## src/rtl/if_fetch_stage.sv

```systemverilog
// ---------------------------------------------------------------------------
// if_fetch_stage
//
// Instruction fetch stage for the RV32I core. Holds the PC, issues one word
// fetch at a time to instruction memory over a valid/ready request channel,
// and captures the returned word into the IF/ID output register that feeds
// decode through a valid/ready handshake. Redirects from execute flush the
// in-flight request and the buffered instruction.
//
// Ports:
//   clk, rst_n       core clock, asynchronous active-low reset
//   imem_req_*       fetch request channel (valid/ready, word address)
//   imem_rsp_*       fetch response (always accepted, no backpressure)
//   redirect_*       control-flow redirect from execute
//   id_*             IF/ID output register with valid/ready handshake
// ---------------------------------------------------------------------------
module if_fetch_stage #(
    parameter logic [31:0] RESET_PC  = 32'h0000_0000,
    parameter logic [31:0] NOP_INSTR = 32'h0000_0013
) (
    input  logic        clk,
    input  logic        rst_n,

    output logic        imem_req_valid,
    input  logic        imem_req_ready,
    output logic [31:0] imem_req_addr,

    input  logic        imem_rsp_valid,
    input  logic [31:0] imem_rsp_data,

    input  logic        redirect_valid,
    input  logic [31:0] redirect_pc,

    output logic        id_valid,
    input  logic        id_ready,
    output logic [31:0] id_instr,
    output logic [31:0] id_pc
);

    typedef enum logic [1:0] {
        ST_IDLE  = 2'd0,
        ST_FETCH = 2'd1,
        ST_WAIT  = 2'd2
    } state_e;

    state_e      state_q, state_d;
    logic [31:0] pc_q, pc_d;
    logic [31:0] fetch_pc_q, fetch_pc_d;
    logic        kill_q, kill_d;
    logic        id_valid_q, id_valid_d;
    logic [31:0] id_instr_q, id_instr_d;
    logic [31:0] id_pc_q, id_pc_d;

    logic        slot_free;
    logic        req_hs;
    logic        rsp_hit;
    logic        rsp_load;
    logic [31:0] redirect_pc_aligned;

    // A request may only go out when the output slot is empty or is being
    // drained this cycle; that guarantees the slot is free when the single
    // outstanding response returns, so no skid buffer is needed.
    assign slot_free           = !id_valid_q || id_ready;
    assign req_hs              = imem_req_valid && imem_req_ready;
    // Responses outside WAIT belong to no request of ours (e.g. one issued
    // before a reset) and are ignored.
    assign rsp_hit             = (state_q == ST_WAIT) && imem_rsp_valid;
    assign rsp_load            = rsp_hit && !kill_q && !redirect_valid;
    assign redirect_pc_aligned = {redirect_pc[31:2], 2'b00};

    // -----------------------------------------------------------------------
    // State and datapath registers
    // -----------------------------------------------------------------------
    // NOTE: sequential state uses non-blocking assignments only, so every
    // flop samples the pre-edge value of every other flop.
    always_ff @(posedge clk or negedge rst_n) begin
        if (!rst_n) begin
            state_q    <= ST_IDLE;
            pc_q       <= RESET_PC;
            fetch_pc_q <= 32'h0;
            kill_q     <= 1'b0;
            id_valid_q <= 1'b0;
            id_instr_q <= NOP_INSTR;
            id_pc_q    <= 32'h0;
        end else begin
            state_q    <= state_d;
            pc_q       <= pc_d;
            fetch_pc_q <= fetch_pc_d;
            kill_q     <= kill_d;
            id_valid_q <= id_valid_d;
            id_instr_q <= id_instr_d;
            id_pc_q    <= id_pc_d;
        end
    end

    // -----------------------------------------------------------------------
    // Next-state logic
    // -----------------------------------------------------------------------
    // NOTE: every combinational output gets a default before the case so no
    // path leaves it unassigned (which would infer a latch).
    always_comb begin
        state_d = state_q;
        unique case (state_q)
            ST_IDLE:  state_d = ST_FETCH;
            // A redirect in the handshake cycle still goes to WAIT: the stale
            // request is outstanding and its response must be swallowed.
            ST_FETCH: if (req_hs) state_d = ST_WAIT;
            // Any response ends WAIT, whether it is kept or dropped.
            ST_WAIT:  if (rsp_hit) state_d = ST_FETCH;
            default:  state_d = ST_IDLE;
        endcase
    end

    // -----------------------------------------------------------------------
    // Datapath next values: pc, kill flag and the IF/ID output register
    // -----------------------------------------------------------------------
    always_comb begin
        pc_d       = pc_q;
        fetch_pc_d = fetch_pc_q;
        kill_d     = kill_q;
        id_valid_d = id_valid_q;
        id_instr_d = id_instr_q;
        id_pc_d    = id_pc_q;

        if (req_hs) begin
            pc_d       = pc_q + 32'd4;   // wraps naturally at 0xFFFF_FFFC
            fetch_pc_d = pc_q;
        end

        if (rsp_hit) begin
            kill_d = 1'b0;
        end

        if (id_valid_q && id_ready) begin
            id_valid_d = 1'b0;
            id_instr_d = NOP_INSTR;
        end

        if (rsp_load) begin
            id_valid_d = 1'b1;
            id_instr_d = imem_rsp_data;
            id_pc_d    = fetch_pc_q;
        end

        // Redirect overrides everything above: the buffered instruction is
        // flushed (voiding a same-cycle decode handshake) and the PC jumps.
        if (redirect_valid) begin
            pc_d       = redirect_pc_aligned;
            id_valid_d = 1'b0;
            id_instr_d = NOP_INSTR;
            // A request is (or becomes) outstanding for the old path: mark
            // its response to be dropped. A response arriving in this very
            // cycle is already discarded by rsp_load, so kill stays cleared.
            if (req_hs || (state_q == ST_WAIT && !rsp_hit)) begin
                kill_d = 1'b1;
            end
        end
    end

    // -----------------------------------------------------------------------
    // Outputs
    // -----------------------------------------------------------------------
    always_comb begin
        imem_req_valid = (state_q == ST_FETCH) && slot_free;
        imem_req_addr  = pc_q;
    end

    assign id_valid = id_valid_q;
    assign id_instr = id_instr_q;
    assign id_pc    = id_pc_q;

endmodule

```

## config.mk

```make
export PLATFORM = sky130hd
export DESIGN_NAME = if_fetch_stage
export DESIGN_NICKNAME = d
export VERILOG_FILES = /design/src/rtl/if_fetch_stage.sv
export SDC_FILE = /design/constraint.sdc
export NUM_CORES = 1
export LEC_CHECK = 0
export CAP_MARGIN = 5
export CORE_ASPECT_RATIO = 0.8
export CORE_MARGIN = 8
export CORE_UTILIZATION = 50
export DETAILED_ROUTE_END_ITERATION = 7
export PLACE_DENSITY = 0.83
export SLEW_MARGIN = 5
export SYNTH_ARGS = -nofsm -noshare
export SYNTH_HDL_FRONTEND = slang
export SYNTH_SLANG_ARGS = --single-unit
```

## constraint.sdc

```tcl
create_clock -name clk -period 2.4 [get_ports clk]
set_input_delay 0.24 -clock clk [delete_from_list [all_inputs] [get_ports clk]]
set_output_delay 0.24 -clock clk [all_outputs]
set_load 0.02 [all_outputs]
```

Word level (Yosys, flattened, before mapping)
Index checks and enable logic that the tools add are counted.
{"block": "word_totals", "register_bits": 132, "output_inout_bits": 98, "wordCells": 43}
{"block": "op_classes", "n_addsub": 1, "n_eq_ne": 4, "mux": 14, "n_reduce_logical": 17}
{"op": "$mux 32", "count": 5}
{"op": "$add 32x3->32 const B", "count": 1}
{"op": "$logic_and 1x1->1", "count": 7}
{"op": "$mux 1", "count": 6}
{"op": "$pmux 2 s3", "count": 1}
{"op": "$logic_not 1->1", "count": 4}
{"op": "$mux 2", "count": 2}
{"op": "$ne 2x2->1 const B", "count": 2}
{"op": "$reduce_bool 3->1", "count": 1}
{"op": "$eq 2x1->1 const B", "count": 1}
{"op": "$eq 2x2->1 const B", "count": 1}
{"op": "$logic_not 2->1", "count": 1}
{"op": "$logic_or 1x1->1", "count": 2}
{"op": "$reduce_and 2->1", "count": 1}
{"op": "$reduce_bool 2->1", "count": 1}

Longest topological paths before layout
Gate-level depths: netlist of the first run.
{"block": "logic_depth", "ltp_word": 7, "depth_mapped": 7, "ltp_nobuf": 6}

Least setup slack after synthesis of the first run
Ideal clock, no wire load.
{"block": "synth_path", "kind": "reg-to-reg", "startpoint": "register pc_q[6], in the netlist imem_req_addr[6]", "endpoint": "register pc_q[28], in the netlist imem_req_addr[28]", "arrival_time_ps": 1705, "required_time_ps": 2276, "setup_slack_ps": 571, "stages_incl_launch_ff": 7, "path_buffers": 1, "period_less_slack_ps": 1829, "path_cell_list": "dfrtp_1 > and3_4 > nand4_4 > nor4_4 > buf_6 > nor3b_1 > a211o_1"}
{"block": "synth_via", "elab_chain_cells": 3}
{"element": "from (decl)", "line_no": "47", "source": "logic [31:0] pc_q, pc_d;"}
{"element": "from (signal assigned)", "line_no": "87", "source": "pc_q <= pc_d;"}
{"element": "$add 32x3->32", "line_no": "126", "source": "pc_d = pc_q + 32'd4;"}
{"element": "$mux 32", "line_no": "125", "source": "if (req_hs) begin"}
{"element": "$mux 32", "line_no": "147", "source": "if (redirect_valid) begin"}
No other way between the ends. The select of a mux whose other input is x is not followed.
A chain may end at the register's enable or synchronous reset.

Worst setup path in the final report of the first run
{"block": "layout_path", "startpoint": "register state_q[1]", "endpoint": "output port imem_req_valid"}
{"block": "layout_via", "elab_chain_cells": 2}
{"element": "from (decl)", "line_no": "46", "source": "state_e state_q, state_d;"}
{"element": "from (signal assigned)", "line_no": "86", "source": "state_q <= state_d;"}
{"element": "$eq 2x1->1", "line_no": "164", "source": "imem_req_valid = (state_q == ST_FETCH) && slot_free;"}
{"element": "$logic_and 1x1->1", "line_no": "164"}
{"element": "to (decl)", "line_no": "24", "source": "output logic imem_req_valid,"}
No other way between the ends.

==> results of run 1 <==
==> sequential cells by signal, indices dropped and copies added (netlist names) <==
| signal | count |
|---|---|
| kill_q | 1 |
| id_valid | 1 |
| imem_req_addr | 30 |
| state_q | 2 |
| id_pc | 30 |
| id_instr | 32 |
| fetch_pc_q | 30 |
==> per-stage QoR <==
stage          total power (W)  cell area [sq um]  utilization [%]
2_1_floorplan          0.00402               5460                -
3_3_place_gp           0.00496               7210             67.0
3_5_place_dp           0.00505               7210             67.0
4_1_cts                0.00768               7820             72.7
5_1_grt                0.00797               7830             72.7
6_report               0.00760               7830             72.7
==> worst min-delay path, stage by stage <==
cell     delay [ns]
buf_2          0.22
nand2_1        0.09
o21ai_1        0.05
==> kinds of logic (layout without fill, tap and decap cells) <==
logic type / after synthesis / count (layout) / synth area share, %
fa+ha+maj: 1 / 1 / 0.230
other cells: 1 / 5 / 0.0689
compound gates: 79 / 79 / 10.1
buf+inv: 40 / 216 / 3.65
mux: 32 / 32 / 6.57
xor+xnor: 22 / 22 / 3.54
flops: 126 / 126 / 58.0
simple gates: 189 / 189 / 17.9
==> path summary, 6_finish.rpt <==
path,startpoint,endpoint,slack (ns),cells after the start
max,state_q[1]$_DFFE_PN0P_,imem_req_valid,0.25,3
min,redirect_valid,imem_req_addr[25]$_DFFE_PN0P_,0.25,3
max reg2reg,imem_req_addr[3]$_DFFE_PN0P_,imem_req_addr[18]$_DFFE_PN0P_,0.33,5
min reg2reg,fetch_pc_q[21]$_DFFE_PN0P_,fetch_pc_q[21]$_DFFE_PN0P_,0.47,2
max in group asynchronous,rst_n,imem_req_addr[23]$_DFFE_PN0P_,1.27,3
min in group asynchronous,rst_n,id_pc[5]$_DFFE_PN0P_,0.33,2
==> power by group through the flow <==
stage / clock (W) / combinational, W / sequential [W]
finish: 0.00258 / 0.00204 / 0.00299
global route: 0.00272 / 0.00220 / 0.00305
CTS: 0.00263 / 0.00206 / 0.00299
detailed placement: 0 / 0.00204 / 0.00301
global placement: 0 / 0.00198 / 0.00297
floorplan: 0 / 0.000768 / 0.00325
==> per-layer routing <==
| layer | part of all wire [%] | global-route usage, % |
|---|---|---|
| met1 | 41 | 24.5 |
| met2 | 48 | 34.1 |
| met3 | 7.8 | 7.31 |
| met4 | 2.3 | 9.05 |
| met5 | 0 | 0 |
==> cells in the mapped netlist (2+ instances only) <==
cell type,number
a211o_1,3
a21o_1,3
a21oi_1,3
a22o_1,30
a31oi_1,2
and3_1,6
and4_1,2
buf_2,12
buf_4,5
buf_6,2
clkbuf_1,14
dfrtp_1,123
dfstp_2,3
inv_1,5
mux2_2,30
mux2i_1,2
nand2_1,120
nand2b_1,2
nand3_1,11
nand4_1,8
nand4_4,2
nor2_1,7
nor2b_1,2
nor3_1,5
nor3b_1,3
nor4_1,7
nor4_2,4
nor4_4,3
o211ai_1,2
o21ai_0,26
o21ai_1,6
o22a_1,3
xnor2_1,16
xor2_1,6
==> area by class of cell <==
| class | instances | share of cell area [%] |
|---|---|---|
| repair buffers | 178 | 22.5 |
| well taps | 144 | 2.30 |
| clock buffers | 21 | 5.88 |
| inverters | 6 | 0.288 |
| clock inverters | 11 | 1.79 |
| flip-flops and latches | 126 | 40.3 |
| multi-input cells | 327 | 26.9 |
| diodes | 1 | 0.0320 |
==> timing repair <==
item | 4_1_cts | 5_1_grt
hold endpoints to repair | 34 | 0
hold buffers | 1 | 0
buffers inserted | 0 | 0
==> impl_metrics.tcl, run 1 <==
set metrics [dict create \
    status "completed" \
    maxSlewViolCount 0 \
    startpoint_type "register" \
    wl_per_cell_um 18.0 \
    vdd_drop_max_mv 0.691 \
    yosysTopAreaCell "dfrtp_1" \
    drt_iter0_markers 315 \
    synth_seq_cells 126 \
    htreeDepth 4 \
    cts_tree "done" \
    area_growth_pct 43.8 \
    grtUsageTotal_pct 20.7 \
    combPwrFrac_pct 26.8 \
    cap_violations 0 \
    crit_chain "and2b_1, and2_1, clkdlybuf4s50_1" \
    preCtsSetupSlack_ns 0.290 \
    grt_overflow_total 0 \
    clkPwrFrac_pct 33.9 \
    switchingPower_w 0.00230 \
    relSlewSlack_pct 57.8 \
    synth_top_area_share_pct 56.5 \
    rows 34 \
    dieHeight_um 109 \
    die_area_sq_um 14500 \
    initial_utilization_pct 50.6 \
    max_stage_delay_ns 0.64 \
    path_clk_slew_ns 0.05 \
    syn_area_per_cell_sq_um 11.1 \
    cts_buffers 17 \
    setup_tns_ns 0 \
    setup_ws_ns 0.250 \
    rsz0062_at_grt "no" \
    post-route-period-util_pct 89.6 \
    grt_pass1_wl_um 23700 \
    cts-root-buf "clkbuf_16" \
    grt_pass1_vias 4638 \
    ant_nets 0 \
    final_common_cell "clkdlybuf4s50_1" \
    dr.pass1.iters 5 \
    setup_viol 0 \
    synth_edf_count 0 \
    crit_arrival_ns 1.91 \
    grt_antenna_before_repair 1 \
    yosys_warnings 0 \
    clkSinkCount 126 \
    min_period_ns 2.15 \
    seq_area_sq_um 3160 \
    dp.cells 780 \
    drive_gt1_share_pct 14.2 \
    swShare_pct 30.2 \
    fmax_mhz 465 \
    ys_types 46 \
    synthTopCellsByArea "dfrtp_1 57%, nand2_1 8.3%, mux2_2 6.2%" \
    coreArea_sq_um 10800 \
    cts_resized 0 \
    hold_viol 0 \
    vias 4395 \
    worst_path_max_delay_cell "clkdlybuf4s50_1" \
    multi_input_area_sq_um 2100 \
    grt_start_max_net_pins 61 \
    clock_latency_ns 0.41 \
    cp_data_required_time_ns 2.16 \
    p_seq_share_pct 39.3 \
    dp_hpwl_um 10400 \
    clock_path_buffers 2 \
    gp_congestion 0.867 \
    critPathMaxFanout 5 \
    critical_path_class "register to output port" \
    ys_seq_area_share_pct 58.0 \
    p_per_area_nw_per_um2 971 \
    nFillCells 738 \
    layout_common_cells "159 x clkdlybuf4s50_1, 123 x dfrtp_1, 120 x nand2_1" \
    ios 168 \
    nNetsFinal 727 \
    async_flop_share_pct 100 \
    path_buf_inv 1 \
    synth_cells 490 \
    layout.cells.non_filler 814 \
    crit_family "buffers and inverters" \
    leakagePower_nw 3.50 \
    holdWs_ns 0.247 \
    hold_path.class "input port to register" \
    endpoint_kind "output port" \
    syn_area_sq_um 5440 \
    die_w_um 133 \
    vias_per_cell 5.40 \
    internal-power_w 0.00530 \
    worstMarginPinSlew_ns 0.631 \
    fin_worst_skew_ns 0.00613 \
    port_buffers 161 \
    wl_um 14700 \
    ys.flop_type "dfrtp_1" \
    drcViolationCount 0 \
]
(Power assumes the default switching activity.)
==> run 2, diff against run 1 <==
--- a/config.mk
+++ b/config.mk
@@ -8,9 +8,10 @@
 export CAP_MARGIN = 5
 export CORE_ASPECT_RATIO = 0.8
 export CORE_MARGIN = 8
-export CORE_UTILIZATION = 50
+export CORE_UTILIZATION = 47
 export DETAILED_ROUTE_END_ITERATION = 7
-export PLACE_DENSITY = 0.83
+export HOLD_SLACK_MARGIN = 0.15
+export PLACE_DENSITY = 0.78
 export SLEW_MARGIN = 5
 export SYNTH_ARGS = -nofsm -noshare
 export SYNTH_HDL_FRONTEND = slang
==> constraint.sdc (replaced) <==
create_clock -name clk -period 2.1 [get_ports clk]
set_input_delay 0.21 -clock clk [delete_from_list [all_inputs] [get_ports clk]]
set_output_delay 0.21 -clock clk [all_outputs]
set_load 0.02 [all_outputs]
==> run 2 against run 1 <==
Net effect:
- final area is 0.98% higher
- largest power group unchanged
- critical path depth is 3 higher
- via count is 2.2% lower
- die area is 5.5% higher
- largest cell class unchanged
- combinational power is 14% higher
- sequential cell count stayed put
==> impl_metrics.tcl, run 2 (synthesis gave the netlist of run 1 again) <==
set metrics [dict create \
    grt_overflow_total 0 \
    grtUsageTotal_pct 20.2 \
    wl_um 14900 \
    final_common_cell "clkdlybuf4s50_1" \
    ant_nets 0 \
    hold_viol 0 \
    drcViolationCount 0 \
    gp_congestion 0.776 \
    status "completed" \
    antenna_cells 0 \
    grt_antenna_before_repair 0 \
    use_met3_pct 5.67 \
    holdWs_ns 0.258 \
    path_clk_slew_ns 0.06 \
    ios 168 \
    p_per_area_nw_per_um2 1120 \
    rows 35 \
    min_period_ns 1.90 \
    dp_hpwl_um 10600 \
    vias_per_cell 5.26 \
    clock_latency_ns 0.42 \
    rsz0062_at_grt "no" \
    startpoint_type "register" \
    cap_violations 0 \
    dp.cells 785 \
    nNetsFinal 728 \
    drive_gt1_share_pct 14.9 \
    grt-busiest-layer "met2" \
    nFillCells 855 \
    preCtsSetupSlack_ns -0.0649 \
    leakagePower_nw 3.55 \
    layout.cells.non_filler 818 \
    cts_buffers 17 \
    hold_path.class "input port to register" \
    dr.pass1.iters 4 \
    use_met1_pct 24.4 \
    fin_worst_skew_ns 0.00667 \
    setup_viol 0 \
    endpoint_kind "register" \
    grt_pass1_vias 4539 \
    die_w_um 136 \
    clock_path_buffers 2 \
    area_growth_pct 45.2 \
    cts-root-buf "clkbuf_16" \
    worstMarginPinSlew_ns 0.714 \
    htreeDepth 4 \
    vdd_drop_max_mv 0.691 \
    relSlewSlack_pct 52.3 \
    largest_register_ffs 32 \
    crit_arrival_ns 2.20 \
    dieHeight_um 112 \
    use_met2_pct 33.2 \
    port_buffers 161 \
    critical_path_class "register to register" \
    grt_pass1_wl_um 24000 \
    maxSlewViolCount 0 \
    coreArea_sq_um 11400 \
    post-route-period-util_pct 90.6 \
    vias 4299 \
    drt_iter0_markers 257 \
    cp_data_required_time_ns 2.40 \
    wl_per_cell_um 18.2 \
    setup_ws_ns 0.197 \
    layout_common_cells "158 x clkdlybuf4s50_1, 123 x dfrtp_1, 119 x nand2_1" \
    critPathMaxFanout 11 \
    clkSinkCount 126 \
    grt_start_max_net_pins 63 \
    die_area_sq_um 15300 \
    cts_tree "done" \
    fmax_mhz 525 \
    initial_utilization_pct 47.8 \
]
## run 2: cell count changes in the layout (fill, tap and decap cells not counted), sizes merged
cell and change:
bufinv +1, clkinv +2, dlygate4sd2 +1, clkbuf -2, clkdlybuf4s50 -1, diode -1
inv +2, buf +1, clkinvlp -3
## run 2: through the flow
| stage | total power (W) | cell area [sq um] | setup TNS (ns) | utilization, % |
|---|---|---|---|---|
| 2_1_floorplan | 0.00460 | 5460 | 0 | - |
| 3_3_place_gp | 0.00568 | 7250 | 0 | 63.7 |
| 3_5_place_dp | 0.00578 | 7250 | -1.21 | 63.7 |
| 4_1_cts | 0.00895 | 7900 | 0 | 69.4 |
| 5_1_grt | 0.00928 | 7900 | 0 | 69.4 |
| 6_report | 0.00885 | 7900 | 0 | 69.4 |
## run 2: timing repair
item | in CTS | in global routing
pin swaps | 0 | 0
gates resized for setup | 1 | 1
setup buffers | 0 | 0
endpoints found under the setup margin | 1 | 15
hold endpoints to repair | 45 | 0
hold buffers | 1 | 0
## run 2: layout make-up
type / instances / area (sq um) / share of cell area (%)
Clock buffer: 19 / 453 / 5.73
Clock inverter: 13 / 186 / 2.36
Inverter: 6 / 22.5 / 0.285
Multi-Input combinational cell: 327 / 2120 / 26.8
Sequential cell: 126 / 3160 / 39.9
Tap cell: 148 / 185 / 2.34
Timing Repair Buffer: 179 / 1780 / 22.5
## run 2: final timing paths
check	from	to	slack, ns	cells after the start
worst max-delay path	imem_req_addr[13]$_DFFE_PN0P_	imem_req_addr[30]$_DFFE_PN0P_	0.20	6
worst min-delay path	redirect_valid	imem_req_addr[5]$_DFFE_PN0P_	0.26	4
worst max register to register	imem_req_addr[13]$_DFFE_PN0P_	imem_req_addr[30]$_DFFE_PN0P_	0.20	6
worst min register to register	fetch_pc_q[19]$_DFFE_PN0P_	fetch_pc_q[19]$_DFFE_PN0P_	0.47	2
max in group asynchronous	rst_n	id_pc[31]$_DFFE_PN0P_	1.13	3
min in group asynchronous	rst_n	id_instr[19]$_DFFE_PN0P_	0.29	2
## run 2: worst max-delay path, cell delays in order (launching register included)
cell and delay (ns):
dfrtp_1 0.43, and3_1 0.31, nand2_2 0.19, nor4_4 0.26, buf_4 0.23, nor3b_1 0.08
a211o_1 0.29
## run 2: routing by layer
layer,routed length (um),share of wire (%)
met1,6130,41
met4,257,1.7
met3,1060,7.1
met5,0,0
met2,7470,50
## run 2: power by group
group	total, W	internal [W]	switching (W)
clock network	0.00314	0.00205	0.00108
logic	0.00232	0.00111	0.00120
registers	0.00340	0.00302	0.000381
